File: config.mk
export PLATFORM = sky130hd
export DESIGN_NAME = rom_load_ctrl_flat
export DESIGN_NICKNAME = d
export VERILOG_FILES = /design/src/rtl/rom_load_ctrl_if.sv /design/src/rtl/rom_load_ctrl.sv /design/src/flat_wrapper.sv
export SDC_FILE = /design/constraint.sdc
export NUM_CORES = 1
export LEC_CHECK = 0
export ABC_AREA = 1
export BUFFER_PORTS_ARGS = -buffer_cell sky130_fd_sc_hd__buf_2
export CAP_MARGIN = 20
export CORE_UTILIZATION = 55
export DETAILED_ROUTE_END_ITERATION = 10
export PLACE_DENSITY_LB_ADDON = 0.12
export SYNTH_ARGS = -nofsm -noshare
export SYNTH_HDL_FRONTEND = slang
export SYNTH_SLANG_ARGS = --single-unit
File: constraint.sdc
create_clock -name clk_sys -period 2.25 [get_ports clk_sys]
set_input_delay 0.1125 -clock clk_sys [delete_from_list [all_inputs] [get_ports clk_sys]]
set_output_delay 0.1125 -clock clk_sys [all_outputs]
set_load 0.02 [all_outputs]
File: src/rtl/rom_load_ctrl_if.sv
// Download / ROM-write bus for the ROM load controller.
// master = download source, slave = controller.
interface rom_load_ctrl_if;
  logic        dl_active;
  logic        dl_wr;
  logic [24:0] dl_addr;
  logic [7:0]  dl_data;
  logic [15:0] wr_addr;
  logic [7:0]  wr_data;
  logic [3:0]  wr_en;

  modport master (
    output dl_active, dl_wr, dl_addr, dl_data,
    input  wr_addr, wr_data, wr_en
  );

  modport slave (
    input  dl_active, dl_wr, dl_addr, dl_data,
    output wr_addr, wr_data, wr_en
  );
endinterface

File: src/rtl/rom_load_ctrl.sv
// ROM download controller: splits the image into four ROM regions,
// validates the download and stretches the core reset afterwards.
module rom_load_ctrl #(
  parameter logic [15:0] R1_BASE     = 16'h6000,
  parameter logic [15:0] R2_BASE     = 16'h7000,
  parameter logic [15:0] R3_BASE     = 16'h8000,
  parameter logic [15:0] R3_END      = 16'h805F,
  parameter int          HOLD_CYCLES = 1024
) (
  input  logic           clk_sys,
  input  logic           reset,
  rom_load_ctrl_if.slave bus,
  input  logic           user_reset,
  output logic           core_reset,
  output logic           load_ok,
  output logic           load_err
);

  typedef enum logic [1:0] {
    HOLD,
    RUN,
    LOAD
  } state_t;

  localparam logic [10:0] HOLD_LAST = 11'(HOLD_CYCLES - 1);
  localparam logic [16:0] IMG_SIZE  = 17'(R3_END) + 17'd1;

  state_t      state;
  state_t      state_nx;
  logic [10:0] hold_cnt;
  logic [10:0] hold_nx;
  logic [16:0] byte_cnt;
  logic [16:0] cnt_inc;
  logic        err_inc;

  logic [15:0] a16;
  logic        accept;
  logic        in_range;
  logic        valid;
  logic        bad;
  logic [3:0]  hit;
  logic [15:0] base;

  assign a16      = bus.dl_addr[15:0];
  assign accept   = (state == LOAD) && bus.dl_wr;
  assign in_range = (bus.dl_addr[24:16] == 9'd0) && (a16 <= R3_END);
  assign valid    = accept && in_range;
  assign bad      = accept && !in_range;

  // Region select: highest base not above the address.
  always_comb begin
    hit  = 4'b0001;
    base = 16'h0000;
    if (a16 >= R3_BASE) begin
      hit  = 4'b1000;
      base = R3_BASE;
    end else if (a16 >= R2_BASE) begin
      hit  = 4'b0100;
      base = R2_BASE;
    end else if (a16 >= R1_BASE) begin
      hit  = 4'b0010;
      base = R1_BASE;
    end
  end

  // Counter/flag values including this cycle's write, so a write
  // coinciding with the dl_active fall is still counted.
  always_comb begin
    cnt_inc = byte_cnt;
    if (valid && byte_cnt != 17'h1FFFF)
      cnt_inc = byte_cnt + 17'd1;
    err_inc = load_err | bad;
  end

  // Next-state and hold-counter logic.
  always_comb begin
    state_nx = state;
    hold_nx  = hold_cnt;
    case (state)
      HOLD: begin
        if (bus.dl_active)
          state_nx = LOAD;
        else if (user_reset)
          hold_nx = 11'd0;
        else if (hold_cnt == HOLD_LAST)
          state_nx = RUN;
        else
          hold_nx = hold_cnt + 11'd1;
      end
      RUN: begin
        if (bus.dl_active) begin
          state_nx = LOAD;
        end else if (user_reset) begin
          state_nx = HOLD;
          hold_nx  = 11'd0;
        end
      end
      LOAD: begin
        if (!bus.dl_active) begin
          state_nx = HOLD;
          hold_nx  = 11'd0;
        end
      end
      default: begin
        state_nx = HOLD;
        hold_nx  = 11'd0;
      end
    endcase
  end

  // State and hold counter registers.
  always_ff @(posedge clk_sys or posedge reset) begin
    if (reset) begin
      state    <= HOLD;
      hold_cnt <= 11'd0;
    end else begin
      state    <= state_nx;
      hold_cnt <= hold_nx;
    end
  end

  // Download bookkeeping: byte count, error flag, completion flag.
  always_ff @(posedge clk_sys or posedge reset) begin
    if (reset) begin
      byte_cnt <= 17'd0;
      load_ok  <= 1'b0;
      load_err <= 1'b0;
    end else if (state != LOAD && state_nx == LOAD) begin
      byte_cnt <= 17'd0;
      load_ok  <= 1'b0;
      load_err <= 1'b0;
    end else if (state == LOAD) begin
      byte_cnt <= cnt_inc;
      load_err <= err_inc;
      if (!bus.dl_active)
        load_ok <= (cnt_inc == IMG_SIZE) && !err_inc;
    end
  end

  // Registered ROM write port, one-cycle enable per valid byte.
  always_ff @(posedge clk_sys or posedge reset) begin
    if (reset) begin
      bus.wr_en   <= 4'b0000;
      bus.wr_addr <= 16'h0000;
      bus.wr_data <= 8'h00;
    end else begin
      bus.wr_en <= valid ? hit : 4'b0000;
      if (valid) begin
        bus.wr_addr <= a16 - base;
        bus.wr_data <= bus.dl_data;
      end
    end
  end

  assign core_reset = (state != RUN);

endmodule
File: src/flat_wrapper.sv
// flat-port wrapper written by rule: the top's interface ports become plain ports
module rom_load_ctrl_flat 
#(
  parameter logic [15:0] R1_BASE     = 16'h6000,
  parameter logic [15:0] R2_BASE     = 16'h7000,
  parameter logic [15:0] R3_BASE     = 16'h8000,
  parameter logic [15:0] R3_END      = 16'h805F,
  parameter int          HOLD_CYCLES = 1024
)
  (clk_sys, reset, user_reset, core_reset, load_ok, load_err, bus_dl_active, bus_dl_wr, bus_dl_addr, bus_dl_data, bus_wr_addr, bus_wr_data, bus_wr_en);
  rom_load_ctrl_if bus_i ();
  input  logic clk_sys;
  input  logic reset;
  input  logic user_reset;
  output logic core_reset;
  output logic load_ok;
  output logic load_err;
  input wire logic [$bits(bus_i.dl_active)-1:0] bus_dl_active;
  input wire logic [$bits(bus_i.dl_wr)-1:0] bus_dl_wr;
  input wire logic [$bits(bus_i.dl_addr)-1:0] bus_dl_addr;
  input wire logic [$bits(bus_i.dl_data)-1:0] bus_dl_data;
  output wire logic [$bits(bus_i.wr_addr)-1:0] bus_wr_addr;
  output wire logic [$bits(bus_i.wr_data)-1:0] bus_wr_data;
  output wire logic [$bits(bus_i.wr_en)-1:0] bus_wr_en;
  assign bus_i.dl_active = bus_dl_active;
  assign bus_i.dl_wr = bus_dl_wr;
  assign bus_i.dl_addr = bus_dl_addr;
  assign bus_i.dl_data = bus_dl_data;
  assign bus_wr_addr = bus_i.wr_addr;
  assign bus_wr_data = bus_i.wr_data;
  assign bus_wr_en = bus_i.wr_en;
  rom_load_ctrl #(.R1_BASE(R1_BASE), .R2_BASE(R2_BASE), .R3_BASE(R3_BASE), .R3_END(R3_END), .HOLD_CYCLES(HOLD_CYCLES)) u_core (.clk_sys(clk_sys), .reset(reset), .bus(bus_i), .user_reset(user_reset), .core_reset(core_reset), .load_ok(load_ok), .load_err(load_err));
endmodule
==> results.json <==
{
  "status": "finished clean",
  "place_area_sq_um": 3810,
  "cp-start-kind": "flip-flop",
  "cp-end-kind": "flip-flop",
  "power_frac_seq_pct": 47.5,
  "rr_startpoint": "u_core.byte_cnt[10]",
  "fin_crit_sh_pct": 94.2,
  "crit_buf_inv": 2,
  "drv_cap": 0,
  "rr_worst_depth": 14,
  "drc": 0,
  "cts_made_buffers": 9,
  "finalHoldViolations": 0,
  "grt_max_degree": 34,
  "swShare_pct": 24.5,
  "clkSlewWorstSetupHoldPaths_ns": 0.07,
  "clkPwrFrac_pct": 44.6,
  "fillers": 428,
  "critical-path-top-delay-family": "simple AND/OR/NAND/NOR gates",
  "cp_common_cell": "nor2_2",
  "worst_slack_ns": 0.131,
  "first_pass_iters": 6,
  "wirelength_um": 8170,
  "ios": 69,
  "worst_slew_pin_slew_ns": 0.645,
  "criticalPathCategory": "flip-flop to flip-flop",
  "grtUsageTotal_pct": 26.7,
  "hold_class": "primary input to flip-flop",
  "netSwitchingPower_uw": 566,
  "p_comb_share_pct": 7.9,
  "path_cells": "nand2_1, nor2_1, nand4_1, nor2_2, ha_2, inv_2, nand4_4, clkbuf_16, nor2_1, nor2_2, nand3_2, nor2_2, nand3_1, nand2_1",
  "floorplan.initialDensity_pct": 56.7,
  "cts_tree": "built",
  "ys_ff_latch": 60,
  "clk_latency_ns": 0.35,
  "synth_sequential_area_ratio_pct": 45.0,
  "syn_avg_cell_area_sq_um": 7.58,
  "slowest_stage": "dfrtp_1",
  "numPortBuffers": 68,
  "crit_fanout": 6,
  "gp_congestion": 0.921,
  "vias": 3206,
  "fin_nets": 593,
  "overflow": 0,
  "num_rows": 28,
  "period_minus_slack_ns": 2.12,
  "dp_hpwl_um": 5190,
  "r2r_slack_ns": 0.13,
  "cpPeakStageDelay_ns": 0.41,
  "grt_pass1_vias": 3055,
  "via_per_inst": 5.11,
  "fp.coreArea_sq_um": 5890,
  "finalSetupViolCount": 0,
  "diodes": 0,
  "drt_iter0_drc": 187,
  "cts_root_buf": "clkbuf_8",
  "whs_path_depth": 2,
  "dieArea_sq_um": 6380,
  "yosysWarnings": 0,
  "peakVddDrop_mv": 0.362,
  "synth_cells": 440,
  "intPower_mw": 1.74,
  "setup_tns_ns": 0,
  "die_w_um": 79.9,
  "die_h_um": 79.9,
  "synthToLayoutAreaGrowth_pct": 30.8,
  "design_area_sq_um": 4370,
  "r2r-end": "u_core.load_ok",
  "skew_ns": 0.00717,
  "power.density_nw_per_um2": 529,
  "totalPowerFinal_mw": 2.31,
  "hp-start": "bus_dl_addr[15]",
  "syn-num-nets": 485,
  "synthesis.area_sq_um": 3340,
  "fmax_mhz": 472,
  "multiInputGateArea_sq_um": 1610,
  "wl_per_cell_um": 13.0,
  "maxSlewViolCount": 0,
  "rsz0062_at_grt": "true",
  "drive_gt1_share_pct": 24.8,
  "ant_nets": 0,
  "leakage_nw": 2.31,
  "cts_buffer_depth": 2,
  "seqCellArea_sq_um": 1500,
  "synth_cell_types": 28,
  "htreeDepth": 3,
  "worstHoldEndpoint": "u_core.bus.wr_en[0]",
  "grt_antenna_before_repair": 0,
  "final_util_pct": 74.2,
  "crit_required_ns": 2.53,
  "cp.depth": 14,
  "slew_headroom_pct": 56.9,
  "grt_pass1_wl_um": 13200,
  "dp_slack_ns": 0.0408,
  "clock-sinks": 60,
  "cp.arrival_ns": 2.40
}
==> kinds of logic (layout without fill, tap and decap cells) <==
group,after synthesis,after routing,share of synthesized area [%]
AOI/OAI and AO/OA,37,37,6.11
xor gates and xnor gates,16,16,4.20
adders and majority gates,7,7,2.85
buffers and inverters,64,177,7.95
DFF,60,60,45.0
and+or+nand+nor,256,256,33.9
==> area by class of cell <==
cell class                      instances  area share, %
Clock buffer                           11           3.47
Clock inverter                          5           1.38
Inverter                               55           4.73
Multi-Input combinational cell        316           36.8
Sequential cell                        60           34.4
Tap cell                               75           2.15
Timing Repair Buffer                  106           17.1
==> state kept, by name, indices dropped and copies added (netlist names) <==
name	count
u_core.load_ok	1
u_core.hold_cnt	11
u_core.bus.wr_en	4
u_core.byte_cnt	17
u_core.bus.wr_data	8
u_core.state	2
u_core.bus.wr_addr	16
u_core.load_err	1
==> repair_timing <==
item,4_1_cts,5_1_grt
buffers inserted,0,3
hold buffers,22,0
setup endpoints to repair,0,10
gates resized for setup,0,14
hold endpoints to repair,50,0
==> worst max-delay path by stage <==
stage | slack, ns | start | end
floorplan | 0.16 | u_core.byte_cnt[0] | u_core.load_ok
global placement | 0.13 | u_core.byte_cnt[0] | u_core.load_ok
detailed placement | 0.04 | u_core.byte_cnt[0] | u_core.load_ok
CTS | 0.01 | u_core.byte_cnt[0] | u_core.load_ok
global route | -0.02 | u_core.byte_cnt[11] | u_core.load_ok
finish | 0.13 | u_core.byte_cnt[10] | u_core.load_ok
==> stage by stage <==
stage          hold WS (ns)  std cells
6_report             0.0212        628
5_1_grt              0.0221        628
3_3_place_gp          0.251        584
2_1_floorplan         0.178        440
3_5_place_dp          0.249        584
4_1_cts              0.0165        622
==> cell usage in the layout, fill, tap and decap left out, types with 12 or more instances in the layout <==
master / instances
inv_1: 53
nor2_1: 55
dfrtp_1: 60
nand3_1: 20
a21oi_1: 12
nor2_2: 12
buf_2: 68
o21ai_0: 12
nand2_1: 132
dlygate4sd3_1: 22
xor2_1: 14
==> synth_stat cells <==
cell,n,area (sq um)
nand2_1,132,495
dfrtp_1,60,1500
nor2_1,58,218
inv_1,55,206
nand3_1,22,110
o21ai_0,14,70.1
xor2_1,14,123
a21oi_1,12,60.1
nor3_1,11,55.1
nor2_2,10,62.6
o21ai_1,7,35.0
ha_1,6,75.1
nand2_2,6,37.5
nand4_1,6,37.5
clkbuf_1,4,15.0
buf_6,3,33.8
nand3_2,3,30.0
o21a_1,3,22.5
buf_2,2,10.0
nor2_4,2,22.5
nor4_1,2,12.5
xnor2_1,2,17.5
fa_1,1,20.0
nand3b_1,1,7.51
nand4_4,1,21.3
nor4_2,1,12.5
o21ai_4,1,16.3
or3b_2,1,8.76
==> metal layers <==
metal  GRT usage, %  up-vias  routed length (um)
li1               -     1588                   -
met1           32.6     1501                3470
met2           45.7      100                4150
met3           5.37       17                 371
met4           11.6        0                 178
met5              0        -                   0
==> power by group through the flow <==
| stage | logic (mW) | registers [mW] | clock network [mW] |
|---|---|---|---|
| after floorplan | 0.0741 | 1.12 | 0 |
| after global placement | 0.148 | 1.12 | 0 |
| after detailed placement | 0.151 | 1.12 | 0 |
| after CTS | 0.181 | 1.10 | 1.04 |
| after global routing | 0.205 | 1.10 | 1.09 |
| final | 0.182 | 1.10 | 1.03 |
Note: power is estimated with default switching activity, not from simulation.
